===== src/rtl/dmem_arbiter_pkg.sv =====
// Shared definitions for the two-core data-memory arbiter.
package dmem_arbiter_pkg;

  localparam int NCORES_DEF = 2;
  localparam int LMEM_DEF   = 8;
  localparam int TAM_DEF    = 16;

  // Address bit that selects the shared region (default geometry).
  localparam int SHARED_BIT = LMEM_DEF;

  // Load return depth: issue -> capture -> rdata/rvalid.
  localparam int LD_STAGES  = 2;

  typedef enum logic [1:0] {
    ST_IDLE  = 2'd0,
    ST_PEND0 = 2'd1,
    ST_PEND1 = 2'd2
  } arb_state_e;

  // Per-cycle arbitration decision.
  typedef struct packed {
    logic conflict;
    logic winner;
  } arb_dec_t;

  // Pending state that guarantees the given core wins the next conflict.
  function automatic arb_state_e pend_of(input logic core);
    return core ? ST_PEND1 : ST_PEND0;
  endfunction

endpackage


===== src/rtl/dmem_port_reg.sv =====
// Per-port issue register plus load return pipe.
// An accepted request is registered onto the memory port for one cycle;
// loads capture memory data at the end of the issue cycle and present it
// one cycle later with a single-cycle rvalid.
module dmem_port_reg
  import dmem_arbiter_pkg::*;
#(
  parameter int TAM = TAM_DEF
) (
  input  logic           clk,
  input  logic           rst,
  input  logic           acc,
  input  logic           we,
  input  logic [TAM-1:0] addr,
  input  logic [TAM-1:0] wdata,
  input  logic [TAM-1:0] dout,
  output logic [TAM-1:0] data_in,
  output logic [TAM-1:0] data_addr,
  output logic           write,
  output logic           load,
  output logic [TAM-1:0] rdata,
  output logic           rvalid
);

  logic [TAM-1:0]     addr_q, addr_d;
  logic [TAM-1:0]     wdata_q, wdata_d;
  logic [TAM-1:0]     cap_q, cap_d;
  logic [TAM-1:0]     rdata_q, rdata_d;
  logic               write_q, write_d;
  logic [LD_STAGES:0] vld_pipe_q, vld_pipe_d;

  // Next-state: port regs hold last issued values; vld_pipe[0] is the load strobe.
  always_comb begin
    addr_d     = acc ? addr  : addr_q;
    wdata_d    = acc ? wdata : wdata_q;
    write_d    = acc & we;
    vld_pipe_d = {vld_pipe_q[LD_STAGES-1:0], acc & ~we};
    cap_d      = vld_pipe_q[0] ? dout  : cap_q;
    rdata_d    = vld_pipe_q[1] ? cap_q : rdata_q;
  end

  // Port and return-pipe registers; reset drops anything in flight.
  always_ff @(posedge clk or negedge rst) begin
    if (!rst) begin
      addr_q     <= '0;
      wdata_q    <= '0;
      cap_q      <= '0;
      rdata_q    <= '0;
      write_q    <= 1'b0;
      vld_pipe_q <= '0;
    end else begin
      addr_q     <= addr_d;
      wdata_q    <= wdata_d;
      cap_q      <= cap_d;
      rdata_q    <= rdata_d;
      write_q    <= write_d;
      vld_pipe_q <= vld_pipe_d;
    end
  end

  assign data_in   = wdata_q;
  assign data_addr = addr_q;
  assign write     = write_q;
  assign load      = vld_pipe_q[0];
  assign rdata     = rdata_q;
  assign rvalid    = vld_pipe_q[LD_STAGES];

endmodule


===== src/rtl/dmem_arbiter.sv =====
// Two-core data-memory arbiter. Each core owns its memory port; only
// shared-region accesses that involve a store can collide. Collisions are
// resolved by a rotating priority plus a one-cycle pending grant so no core
// stalls for more than one consecutive cycle.
module dmem_arbiter
  import dmem_arbiter_pkg::*;
#(
  parameter int Ncores = NCORES_DEF,
  parameter int Lmem   = LMEM_DEF,
  parameter int TAM    = TAM_DEF
) (
  input  logic              clk,
  input  logic              rst,
  input  logic              req0,
  input  logic              req1,
  input  logic              we0,
  input  logic              we1,
  input  logic [TAM-1:0]    addr0,
  input  logic [TAM-1:0]    addr1,
  input  logic [TAM-1:0]    wdata0,
  input  logic [TAM-1:0]    wdata1,
  output logic              stall0,
  output logic              stall1,
  output logic [TAM-1:0]    rdata0,
  output logic [TAM-1:0]    rdata1,
  output logic              rvalid0,
  output logic              rvalid1,
  output logic              err0,
  output logic              err1,
  output logic [TAM-1:0]    dataIN0,
  output logic [TAM-1:0]    dataIN1,
  output logic [TAM-1:0]    dataADDR0,
  output logic [TAM-1:0]    dataADDR1,
  output logic [Ncores-1:0] dataWrite,
  output logic [Ncores-1:0] dataLoad,
  input  logic [TAM-1:0]    dataOUT0,
  input  logic [TAM-1:0]    dataOUT1
);

  logic [Ncores-1:0]          req, we, in_rng, shr, cand, stall, acc;
  logic [Ncores-1:0]          rvalid, err_q, err_d;
  logic [Ncores-1:0][TAM-1:0] addr_v, wdata_v, dout_v, din_v, dadr_v, rdata_v;

  arb_state_e state_q, state_d;
  logic       prio_q, prio_d;
  arb_dec_t   dec;

  assign req     = {req1, req0};
  assign we      = {we1, we0};
  assign addr_v  = {addr1, addr0};
  assign wdata_v = {wdata1, wdata0};
  assign dout_v  = {dataOUT1, dataOUT0};

  // Range check and shared-region decode per core.
  always_comb begin
    for (int i = 0; i < Ncores; i++) begin
      in_rng[i] = (addr_v[i][TAM-1:Lmem+1] == '0);
      shr[i]    = addr_v[i][Lmem];
    end
    cand = req & in_rng;
  end

  // Conflict detect and winner pick; a pending core beats the rotating pointer.
  always_comb begin
    dec.conflict = cand[0] & cand[1] & shr[0] & shr[1] & (we[0] | we[1]);
    case (state_q)
      ST_PEND0: dec.winner = 1'b0;
      ST_PEND1: dec.winner = 1'b1;
      default:  dec.winner = prio_q;
    endcase
  end

  // Only the conflict loser stalls; stall is forced low during reset.
  always_comb begin
    stall[0] = rst & dec.conflict &  dec.winner;
    stall[1] = rst & dec.conflict & ~dec.winner;
    acc      = cand & ~stall;
    err_d    = req & ~in_rng;
  end

  // FSM/priority next-state: a conflict parks the loser in PEND<loser>; with no
  // conflict the pending core either issues or has dropped req, so go idle.
  always_comb begin
    state_d = ST_IDLE;
    prio_d  = prio_q;
    if (dec.conflict) begin
      state_d = pend_of(~dec.winner);
      prio_d  = ~dec.winner;
    end
  end

  // Arbiter state and error pulse registers.
  always_ff @(posedge clk or negedge rst) begin
    if (!rst) begin
      state_q <= ST_IDLE;
      prio_q  <= 1'b0;
      err_q   <= '0;
    end else begin
      state_q <= state_d;
      prio_q  <= prio_d;
      err_q   <= err_d;
    end
  end

  for (genvar i = 0; i < Ncores; i++) begin : g_port
    dmem_port_reg #(.TAM(TAM)) u_port (
      .clk       (clk),
      .rst       (rst),
      .acc       (acc[i]),
      .we        (we[i]),
      .addr      (addr_v[i]),
      .wdata     (wdata_v[i]),
      .dout      (dout_v[i]),
      .data_in   (din_v[i]),
      .data_addr (dadr_v[i]),
      .write     (dataWrite[i]),
      .load      (dataLoad[i]),
      .rdata     (rdata_v[i]),
      .rvalid    (rvalid[i])
    );
  end

  assign stall0    = stall[0];
  assign stall1    = stall[1];
  assign rdata0    = rdata_v[0];
  assign rdata1    = rdata_v[1];
  assign rvalid0   = rvalid[0];
  assign rvalid1   = rvalid[1];
  assign err0      = err_q[0];
  assign err1      = err_q[1];
  assign dataIN0   = din_v[0];
  assign dataIN1   = din_v[1];
  assign dataADDR0 = dadr_v[0];
  assign dataADDR1 = dadr_v[1];

endmodule


===== config.mk =====
export PLATFORM = sky130hd
export DESIGN_NAME = dmem_arbiter
export DESIGN_NICKNAME = d
export VERILOG_FILES = /design/src/rtl/dmem_arbiter_pkg.sv /design/src/rtl/dmem_port_reg.sv /design/src/rtl/dmem_arbiter.sv
export SDC_FILE = /design/constraint.sdc
export NUM_CORES = 1
export LEC_CHECK = 0
export CAP_MARGIN = 25
export CORE_MARGIN = 10
export CORE_UTILIZATION = 45
export DETAILED_ROUTE_END_ITERATION = 6
export HOLD_SLACK_MARGIN = 0.1
export MAX_ROUTING_LAYER = met4
export PLACE_DENSITY = 0.8
export SYNTH_ARGS = -nofsm -noshare
export SYNTH_HDL_FRONTEND = slang
export SYNTH_HIERARCHICAL = 1
export SYNTH_SLANG_ARGS = --single-unit

===== constraint.sdc =====
create_clock -name clk -period 2.6 [get_ports clk]
set_input_delay 0.39 -clock clk [delete_from_list [all_inputs] [get_ports clk]]
set_output_delay 0.39 -clock clk [all_outputs]
set_load 0.01 [all_outputs]

==> results.md, run 1 <==
- Met1 usage: 20.1%
- Post-Route WL: 14700 um
- Die area: 0.0178 mm^2
- I/O pin count: 208
- Power Total: 5.62 mW
- Met3 global-route usage: 6.73%
- Simple-Gate Fraction of Synth Area: 2.49%
- Number of global-route vias before repair: 3914
- CP Launch Type: primary input
- Num CTS Buffers: 17
- Nets: 644
- # setup viols final: 0
- Core ar.: 0.0126 mm^2
- Worst min path class: primary input to asynchronous set/reset pin
- Netlist area before placement: 0.00577 mm^2
- Setup_tns: 0 ns
- Max-Cap Viols: 0
- Initial Utilization: 45.9%
- Pleak: 3.98 nW
- Worst R2R Start: state_q[1]
- Sequential share of the synthesized area: 61.1%
- Cell Pwr Density: 648 mW/mm^2
- Final ANT Viol Nets: 0
- Crit Path Max Fanout: 3
- DP Area: 0.00801 mm^2
- Clock Skews: 0.00779 ns
- Setup WS pre-CTS: -0.245 ns
- Slew Limit Fails: 0
- Largest net degree at the start of global routing: 73
- Root buf cell: clkbuf_16
- Max Clk Rate: 397 MHz
- Final WS setup: 0.0812 ns
- DR pass1 iterations: 6
- Top-area cell type share of the netlist area: 61.1%
- Post-synth ARST share: 100%
- Post-DP HPWL: 10700 um
- Yosys warns: 6
- FF+latch count, synth: 141
- Synth area leaders: dfrtp_1 (61%), mux2_4 (25%), mux2_2 (6.4%)
- Wire per inst: 20.3 um
- Synth Instances: 313
- Crit. End Element: primary output
- Most common cell in the netlist: dfrtp_1
- WHS: 0.397 ns
- Setup Buffers After CTS: 0
- Vias: 3475
- Worst flop-to-flop path endpoint: g_port[0].u_port/data_in[15]
- Worst EP required: 2.21 ns
- Post-Synth XOR/XNOR Area: 0%
- Most frequent cells after synthesis: dfrtp_1 (141), mux2_4 (97), mux2_2 (33), buf_6 (10)
- DRC: 0
- Die height: 133 um
- Final Cell Area: 0.00868 mm^2
- Mean post-synth cell area: 18.4 um^2
- Grt total ovfl: 0
- Synth-to-Final Area Change: 50.3%
- FP Rows: 41
- Post-Synth Adder-Cell Area: 0.217%
- Crit path kind: primary input to primary output
- Vias per cell: 4.79
- N_diodes: 0
- Sink Count: 141
- Ys flop type: dfrtp_1
- R2R depth: 5
- Worst skew pair latency: 0.42 ns
- Reg clk slew, reported paths: 0.06 ns
- Layer with the highest usage: met2
- Die Width: 133 um
- Period Utilization, post-route: 96.9%
- Port Buffers: 207
- Flop-to-flop setup slack: 0.56 ns
- Compound-Gate Fraction of Synth Area: 0.412%
- Arr. time, crit path: 2.13 ns
- 1st-iter DRT viols: 169
- Largest family of logic cells by synthesized area: multiplexers
- Initial antenna violation count: 0
- Grt met2 use: 27.2%
- CTS tree: built
- Worst IR Drop VDD: 0.000508 V
- Final GP Congestion: 0.807
- Clk buf depth: 2
- Measured slew at the worst slew-check pin: 0.904 ns
- Mux contribution to synthesized area: 31.8%
- Relative slew slack: 39.7%
- Post-Syn Nets: 416
- Hold Vio Cnt, Final: 0
- GRT Util Overall: 17.3%
- Synth cell types: 22
- H-tree level count: 4
- First-pass GRT wire length: 23000 um
- Cell taking the most area after synthesis: dfrtp_1
- Crit path time final: 2.52 ns
- Status: complete, no violations
- Number of synthesized flops with an enable pin: 0
- Fraction of layout cells with a size suffix above 1: 33.6%
timing repair:
| item | CTS | global route |
|---|---|---|
| setup endpoints to repair | 2 | 2 |
| endpoints found under the hold margin | 2 | 0 |
| gates cloned | 0 | 0 |
| resized for setup | 3 | 4 |
| hold buffers | 1 | 0 |
| pin swaps | 0 | 1 |
cell families (layout without fill, tap and decap cells):
family / count (synthesis) / in the layout
fa+ha+maj: 1 / 1
simple gates: 20 / 20
flops: 141 / 141
compound gates: 3 / 3
buf+inv: 17 / 257
mux: 131 / 131
placed cells by master (no fill, tap or decap), types with 2 or more instances in the layout:
cell	count
clkbuf_8	7
mux2_4	97
clkbuf_16	17
clkdlybuf4s50_1	204
buf_12	2
nor2_1	4
clkbuf_1	2
mux2_2	33
and2_1	2
nor2b_1	4
or4_4	2
bufinv_16	4
dfrtp_1	141
buf_4	15
nand2_1	3
power breakdown:
| group | leakage, nW | switching, mW | internal, mW | total (mW) |
|---|---|---|---|---|
| clock | 0.323 | 0.861 | 1.78 | 2.64 |
| combinational | 1.73 | 0.196 | 0.412 | 0.608 |
| sequential | 1.94 | 0.0646 | 2.31 | 2.37 |
| total | 3.98 | 1.12 | 4.50 | 5.62 |
per-stage QoR:
stage	instances	utilization [%]
2_1_floorplan	313	-
3_3_place_gp	693	63.7
3_5_place_dp	693	63.7
4_1_cts	725	69.0
5_1_grt	725	69.0
6_report	725	69.0
critical path, stage by stage:
cell,delay [ns]
clkdlybuf4s50_1,0.43
or4_4,0.58
nor3_4,0.22
nand3_2,0.13
nor2_1,0.13
clkdlybuf4s15_1,0.26
layer usage:
layer	share of wire, %	routed length (um)
met3	6.7	982
met2	50	7410
met4	1.2	172
met1	42	6180
met5	0	0
sequential cells by signal (all words and copies together) (netlist names):
name	flops
g_port.u_port/cap_q	32
g_port.u_port/data_addr	32
g_port.u_port/data_in	32
g_port.u_port/rdata	32
g_port.u_port/vld_pipe_q	6
err_q	2
g_port.u_port/write	2
state_q	2
prio_q	1
worst max-delay path by stage:
stage,from,end,slack [ns],depth (start not counted)
floorplan,addr1[11],g_port[1].u_port/data_addr[0],0.37,7
global placement,addr1[11],g_port[1].u_port/data_addr[6],-0.21,8
detailed placement,addr1[11],g_port[1].u_port/data_addr[6],-0.25,8
CTS,addr1[11],stall0,0.04,6
global route,addr1[10],stall1,-0.003,6
finish,addr1[11],stall1,0.08,6
final cells by class:
type / count / area, um^2
Inverter: 1 / 3.75
Tap cell: 172 / 215
Fill cell: 836 / 3890
Multi-Input combinational cell: 155 / 2040
Clock buffer: 26 / 529
Clock inverter: 5 / 125
Timing Repair Buffer: 225 / 2230
Sequential cell: 141 / 3530
(Power assumes the default switching activity.)
==> run 2: changes to the inputs <==
ABC_AREA = 1   (was unset)
CORE_UTILIZATION = 44   (was 45)
PLACE_DENSITY = 0.79   (was 0.8)
==> run 2 against run 1 <==
Against the previous run: setup slack improved by 0.38 ns; synthesized cell count increased by 93%; final area decreased by 4.0%; core utilization decreased by 2.8 points; clock power decreased by 12%; sequential share of layout area increased by 1.7 points; non-clock buffer count decreased by 5; clock skew decreased by 0.0015 ns; combinational power increased by 15%; die area decreased by 0.27%; clock-buffer cell count decreased by 6; first-iteration DRC count increased by 130%; critical path type unchanged; critical endpoint is now stall0; largest power group is now sequential cells; highest routed layer unchanged.
==> results.md, run 2 <==
- Worst min path class: primary input to asynchronous set/reset pin (unchanged)
- First-pass GRT wire length: 24800 um (was 23000 um)
- Post-Synth XOR/XNOR Area: 0% (unchanged)
- Vias: 4691 (was 3475)
- Die area: 0.0177 mm^2 (was 0.0178 mm^2)
- Grt total ovfl: 0 (unchanged)
- Worst skew pair latency: 0.41 ns (was 0.42 ns)
- Clk buf depth: 2 (unchanged)
- Mean post-synth cell area: 9.32 um^2 (was 18.4 um^2)
- Top-area cell type share of the netlist area: 62.7% (was 61.1%)
- Post-DP HPWL: 11600 um (was 10700 um)
- Most frequent cells after synthesis: nand2_1 (374), dfrtp_1 (141), buf_6 (22), nand2_2 (18), inv_1 (12) (was dfrtp_1 (141), mux2_4 (97), mux2_2 (33), buf_6 (10))
- H-tree level count: 4 (unchanged)
- Detail Route met2 WL: 8140 um (was 7410 um)
- Commonest cells after routing, fill and taps aside: nand2_1 (374), clkdlybuf4s50_1 (204), dfrtp_1 (141) (was clkdlybuf4s50_1 (204), dfrtp_1 (141), mux2_4 (97))
- Max layer used: met4 (unchanged)
- Final GP Congestion: 0.834 (was 0.807)
- Post-synth ARST share: 100% (unchanged)
- Switching power: 1.25 mW (was 1.12 mW)
- Cell taking the most area after synthesis: dfrtp_1 (unchanged)
- Setup WS pre-CTS: 0.0830 ns (was -0.245 ns)
- Max Clk Rate: 468 MHz (was 397 MHz)
- Post-Syn Nets: 707 (was 416)
- I/O pin count: 208 (unchanged)
- Synth-to-Final Area Change: 48.0% (was 50.3%)
- Number of global-route vias before repair: 4962 (was 3914)
- Ys flop type: dfrtp_1 (unchanged)
- Initial antenna violation count: 0 (unchanged)
- Vias per cell: 4.68 (was 4.79)
- Compound-Gate Fraction of Synth Area: 0.334% (was 0.412%)
- Post-Route WL: 15500 um (was 14700 um)
- Post-Synth Adder-Cell Area: 0.222% (was 0.217%)
- Root buf cell: clkbuf_16 (unchanged)
- Clock Skews: 0.00634 ns (was 0.00779 ns)
- Pleak: 4.17 nW (was 3.98 nW)
- Reg clk slew, reported paths: 0.06 ns (about the same)
- Switching Share: 22.8% (was 20.0%)
- Max-Cap Viols: 0 (unchanged)
- Wire per inst: 15.4 um (was 20.3 um)
- Filler cells: 1028 (was 836)
- Most common cell in the netlist: nand2_1 (was dfrtp_1)
- Flop pwr share: 44.9% (was 42.2%)
- Util after Layout: 66.3% (was 69.0%)
- Largest net degree at the start of global routing: 80 (was 73)
- Sequential share of the synthesized area: 62.7% (was 61.1%)
- Fraction of layout cells with a size suffix above 1: 9.64% (was 33.6%)
- DRC: 0 (unchanged)
- CTS tree: built (unchanged)
- Slew Limit Fails: 0 (unchanged)
- Setup Buffers After CTS: 0 (unchanged)
- Commonest non-fill, non-tap cell in the layout: nand2_1 (was clkdlybuf4s50_1)
- RSZ-0062 raised after global routing: no
- CP Launch Type: primary input (unchanged)
- Initial Utilization: 44.8% (was 45.9%)
- Cell Pwr Density: 656 mW/mm^2 (was 648 mW/mm^2)
- Gate power share: 12.8% (was 10.8%)
- Arr. time, crit path: 1.75 ns (was 2.13 ns)
- Synth cell types: 21 (was 22)
- Core ar.: 0.0126 mm^2 (unchanged)
- FP Rows: 41 (unchanged)
- Hold Vio Cnt, Final: 0 (unchanged)
- Final WS setup: 0.464 ns (was 0.0812 ns)
- Crit path time final: 2.14 ns (was 2.52 ns)
- DRT met1 WL: 5760 um (was 6180 um)
- Crit. End Element: primary output (unchanged)
- Measured slew at the worst slew-check pin: 0.684 ns (was 0.904 ns)
- Die height: 133 um (about the same)
- Final ANT Viol Nets: 0 (unchanged)
- Sink Count: 141 (unchanged)
- Mux contribution to synthesized area: 0% (was 31.8%)
- Relative slew slack: 54.4% (was 39.7%)
- Synth Instances: 604 (was 313)
- Crit Path Max Fanout: 3 (unchanged)
- DR pass1 iterations: 5 (was 6)
- Power Total: 5.47 mW (was 5.62 mW)
- 1st-iter DRT viols: 390 (was 169)
- Nets: 920 (was 644)
- Synth area leaders: dfrtp_1 (63%), nand2_1 (25%), buf_6 (4.4%) (was dfrtp_1 (61%), mux2_4 (25%), mux2_2 (6.4%))
- Worst IR Drop VDD: 0.000361 V (was 0.000508 V)
- # setup viols final: 0 (unchanged)
- Simple-Gate Fraction of Synth Area: 29.5% (was 2.49%)
- Int Power: 4.22 mW (was 4.50 mW)
- Routed wl met3: 1160 um (was 982 um)
- Setup_tns: 0 ns (unchanged)
- Num CTS Buffers: 17 (unchanged)
- Port Buffers: 207 (unchanged)
- FF+latch count, synth: 141 (unchanged)
- FF+latch area: 0.00353 mm^2 (unchanged)
- Clock power share: 42.4% (was 47.0%)
- N_diodes: 0 (unchanged)
- Final Cell Area: 0.00833 mm^2 (was 0.00868 mm^2)
- Crit path kind: primary input to primary output (unchanged)
- GRT Util Overall: 18.2% (was 17.3%)
- Status: complete, no violations (unchanged)
- Period Utilization, post-route: 82.2% (was 96.9%)
- Netlist area before placement: 0.00563 mm^2 (was 0.00577 mm^2)
- Die Width: 133 um (about the same)
- Number of synthesized flops with an enable pin: 0 (unchanged)
- Worst EP required: 2.21 ns (about the same)
- Largest family of logic cells by synthesized area: simple AND/OR/NAND/NOR gates (was multiplexers)
- Yosys warns: 6 (unchanged)
- Area of the multi-input gates: 0.00170 mm^2 (was 0.00204 mm^2)
- DP Area: 0.00771 mm^2 (was 0.00801 mm^2)
-- run 2: logic make-up after synthesis --
logic type      Yosys count
buf+inv                  45
fa+ha+maj                 1
flops                   141
simple gates            414
compound gates            3
-- run 2: timing repair --
action,CTS,global route
endpoints found under the setup margin,0,2
hold buffers,1,0
gates resized for setup,0,3
endpoints found under the hold margin,9,0
-- run 2: path summary, 6_finish.rpt --
kind                                       startpoint                          end  slack, ns  cells after the start
max                                         addr1[10]                       stall0       0.46                      9
min reg2reg                g_port[0].u_port/rdata[11]   g_port[0].u_port/rdata[11]       0.47                      2
min                                               rst       g_port[1].u_port/write       0.36                      2
max in group asynchronous                         rst  g_port[0].u_port/data_in[8]       1.36                      3
max reg2reg                                state_q[1]  g_port[1].u_port/data_in[2]       0.66                      9
min in group clk           g_port[0].u_port/rdata[11]   g_port[0].u_port/rdata[11]       0.47                      2
-- run 2: power groups by stage --
stage	combinational, mW	clock (mW)	sequential (mW)
after global routing	0.763	2.47	2.47
after CTS	0.708	2.37	2.45
after floorplan	0.133	0	2.54
after detailed placement	0.702	0	2.49
final	0.697	2.32	2.45
after global placement	0.686	0	2.48
-- run 2: through the flow --
step                cells  hold WS, ns
floorplan             604       0.0944
global placement      968        0.214
detailed placement    968        0.215
CTS                  1001        0.358
global route         1002        0.365
finish               1002        0.361
-- run 2: layout make-up --
cell class | count | share of cell area (%)
Timing Repair Buffer | 220 | 26.4
Inverter | 19 | 1.28
Sequential cell | 141 | 42.4
Clock buffer | 20 | 5.48
Multi-Input combinational cell | 418 | 20.5
Clock inverter | 12 | 1.43
Tap cell | 172 | 2.58
-- run 2: worst max-delay path, stage by stage --
cell,delay (ns)
clkdlybuf4s50_1,0.44
nor2_1,0.13
nand2_1,0.10
nor2_4,0.11
nand3_2,0.11
nor2_4,0.12
inv_2,0.07
nor3_2,0.09
dlymetal6s2s_1,0.18
-- run 2: per-layer routing --
metal	vias up	GRT usage, %
li1	2247	-
met4	0	8.01
met2	168	30.9
met3	27	6.36
met1	2249	18.7
met5	-	-
==> run 3: changes to the inputs <==
clock period = 2.2 ns   (was 2.6 ns; I/O delays follow)
==> run 3 against run 2 <==
Against the previous run: total power increased by 22%; critical path depth decreased by 2; via count about the same; first-iteration DRC count decreased by 11%; non-clock buffer count increased by 5; clock skew about the same; sequential power increased by 18%; worst hold slack got worse by 0.077 ns; sequential share of layout area decreased by 0.57 points; register-to-register slack got worse by 0.31 ns; global-route usage increased by 0.12 points; highest routed layer unchanged; largest power group is now clock; combinational power increased by 19%; largest cell class unchanged.
==> results.md, run 3 (synthesis gave the netlist of run 2 again) <==
- Status: complete, no violations (unchanged)
- Worst skew pair latency: 0.41 ns (about the same)
- Die Width: 133 um (unchanged)
- Final GP Congestion: 0.804 (was 0.834)
- Post-Route WL: 15900 um (was 15500 um)
- Placed insts: 971 (was 968)
- Worst IR Drop VDD: 0.000449 V (was 0.000361 V)
- Flop-to-flop setup slack: 0.35 ns (was 0.66 ns)
- Crit path time final: 2.10 ns
- Clock power share: 44.1% (was 42.4%)
- Die area: 0.0177 mm^2 (unchanged)
- Gate power share: 12.4% (was 12.8%)
- N_diodes: 0 (unchanged)
- Area of the multi-input gates: 0.00173 mm^2 (was 0.00170 mm^2)
- Clk buf depth: 2 (unchanged)
- Int Power: 5.12 mW (was 4.22 mW)
- Hold Vio Cnt, Final: 0 (unchanged)
- Setup WS pre-CTS: -0.178 ns (was 0.0830 ns)
- Period Utilization, post-route: 95.5%
- Worst min path class: primary input to asynchronous set/reset pin (unchanged)
- Num CTS Buffers: 17 (unchanged)
- Power Total: 6.67 mW (was 5.47 mW)
- FF+latch area: 0.00353 mm^2 (unchanged)
- DR pass1 iterations: 4 (was 5)
- Cell Pwr Density: 790 mW/mm^2 (was 656 mW/mm^2)
- CP Launch Type: flip-flop (was primary input)
- Flop pwr share: 43.4% (was 44.9%)
- H-tree level count: 4 (unchanged)
- First-pass GRT wire length: 25100 um (was 24800 um)
- Number of global-route vias before repair: 4849 (was 4962)
- FP Rows: 41 (unchanged)
- Crit. End Element: primary output (unchanged)
- CTS tree: built (unchanged)
- Nets: 925 (was 920)
- Switching Share: 23.2% (was 22.8%)
- Post-DP HPWL: 11600 um (about the same)
- Grt total ovfl: 0 (unchanged)
- Clock Skews: 0.00640 ns (was 0.00634 ns)
- Vias: 4694 (was 4691)
- Synth-to-Final Area Change: 50.0% (was 48.0%)
- Fraction of layout cells with a size suffix above 1: 10.8% (was 9.64%)
- Non-Filler Instances: 1007 (was 1002)
- Max Clk Rate: 476 MHz
- Root buf cell: clkbuf_16 (unchanged)
- GRT Util Overall: 18.3% (was 18.2%)
- Filler cells: 1003 (was 1028)
- 1st-iter DRT viols: 347 (was 390)
- Final WS setup: 0.0986 ns (was 0.464 ns)
- WHS: 0.284 ns (was 0.361 ns)
- Worst EP required: 1.87 ns (was 2.21 ns)
- Max-Cap Viols: 0 (unchanged)
- Wire per inst: 15.7 um (was 15.4 um)
- Measured slew at the worst slew-check pin: 0.679 ns (was 0.684 ns)
- Die height: 133 um (unchanged)
- Pleak: 4.19 nW (was 4.17 nW)
- Reg clk slew, reported paths: 0.06 ns (about the same)
- Final ANT Viol Nets: 0 (unchanged)
- Slew Limit Fails: 0 (unchanged)
- Switching power: 1.55 mW (was 1.25 mW)
- Crit Path Max Fanout: 2 (was 3)
- Util after Layout: 67.2% (was 66.3%)
- Sink Count: 141 (unchanged)
- Vias per cell: 4.66 (was 4.68)
- Largest net degree at the start of global routing: 88 (was 80)
- Commonest non-fill, non-tap cell in the layout: nand2_1 (unchanged)
- Crit path kind: flip-flop to primary output (was primary input to primary output)
- Initial antenna violation count: 0 (unchanged)
- I/O pin count: 208 (unchanged)
- Initial Utilization: 44.8% (unchanged)
- Commonest cells after routing, fill and taps aside: nand2_1 (374), clkdlybuf4s50_1 (204), dfrtp_1 (141) (unchanged)
- Core ar.: 0.0126 mm^2 (unchanged)
- # setup viols final: 0 (unchanged)
- Port Buffers: 207 (unchanged)
- Arr. time, crit path: 1.77 ns (was 1.75 ns)
- DRC: 0 (unchanged)
- Relative slew slack: 54.8% (was 54.4%)
run 3: cell count changes in the layout (fill, tap and decap cells not counted), moves of 2 or more:
| cell | delta |
|---|---|
| buf_12 | +2 |
| buf_4 | +3 |
| clkinv_2 | -4 |
| clkinv_4 | +2 |
| dlymetal6s2s_1 | -2 |
run 3: worst paths after layout:
path / cells past startpoint / startpoint / end
max: 7 / state_q[0] / stall0
min: 2 / rst / g_port[0].u_port/data_addr[9]
max reg2reg: 10 / state_q[0] / g_port[0].u_port/data_addr[10]
min reg2reg: 2 / g_port[0].u_port/cap_q[15] / g_port[0].u_port/cap_q[15]
max in group asynchronous: 4 / rst / g_port[1].u_port/cap_q[11]
min in group clk: 3 / addr0[0] / g_port[0].u_port/data_addr[0]
run 3: area by class of cell:
type                    instances  area share [%]
repair buffers                225            26.6
clock inverters                13            1.93
multi-input cells             418            20.5
inverters                      19            1.26
flip-flops and latches        141            41.8
clock buffers                  19            5.37
well taps                     172            2.55
run 3: routing by layer:
layer,global-route usage [%],routed length (um),up-vias
met3,6.43,1210,20
li1,-,-,2250
met4,7.27,267,0
met5,-,0,-
met2,31.5,8570,158
met1,18.7,5810,2266
run 3: power groups by stage:
stage	sequential (mW)	combinational, mW	clock [mW]
2_1_floorplan	3.00	0.158	0
3_3_place_gp	2.93	0.812	0
3_5_place_dp	2.94	0.831	0
6_report	2.90	0.829	2.94
5_1_grt	2.92	0.904	3.12
4_1_cts	2.90	0.839	3.00
run 3: worst max-delay path, stage by stage (launching register included):
cell     delay [ns]
dfrtp_1        0.36
inv_1          0.09
ha_4           0.21
o21ai_2        0.17
inv_2          0.06
buf_4          0.15
nor3_4         0.16
buf_2          0.15
run 3: timing repair:
action,CTS,global route
hold buffers,1,0
hold endpoints to repair,6,0
resized for setup,8,2
setup endpoints to repair,2,1
pin swaps,1,1
buffers inserted,1,1
run 3: per-stage QoR:
step | cell area [um^2] | TNS [ns]
3_3_place_gp | 7760 | -0.266
4_1_cts | 8390 | 0
6_report | 8440 | 0
3_5_place_dp | 7760 | -0.308
2_1_floorplan | 5630 | 0
5_1_grt | 8440 | -0.00141
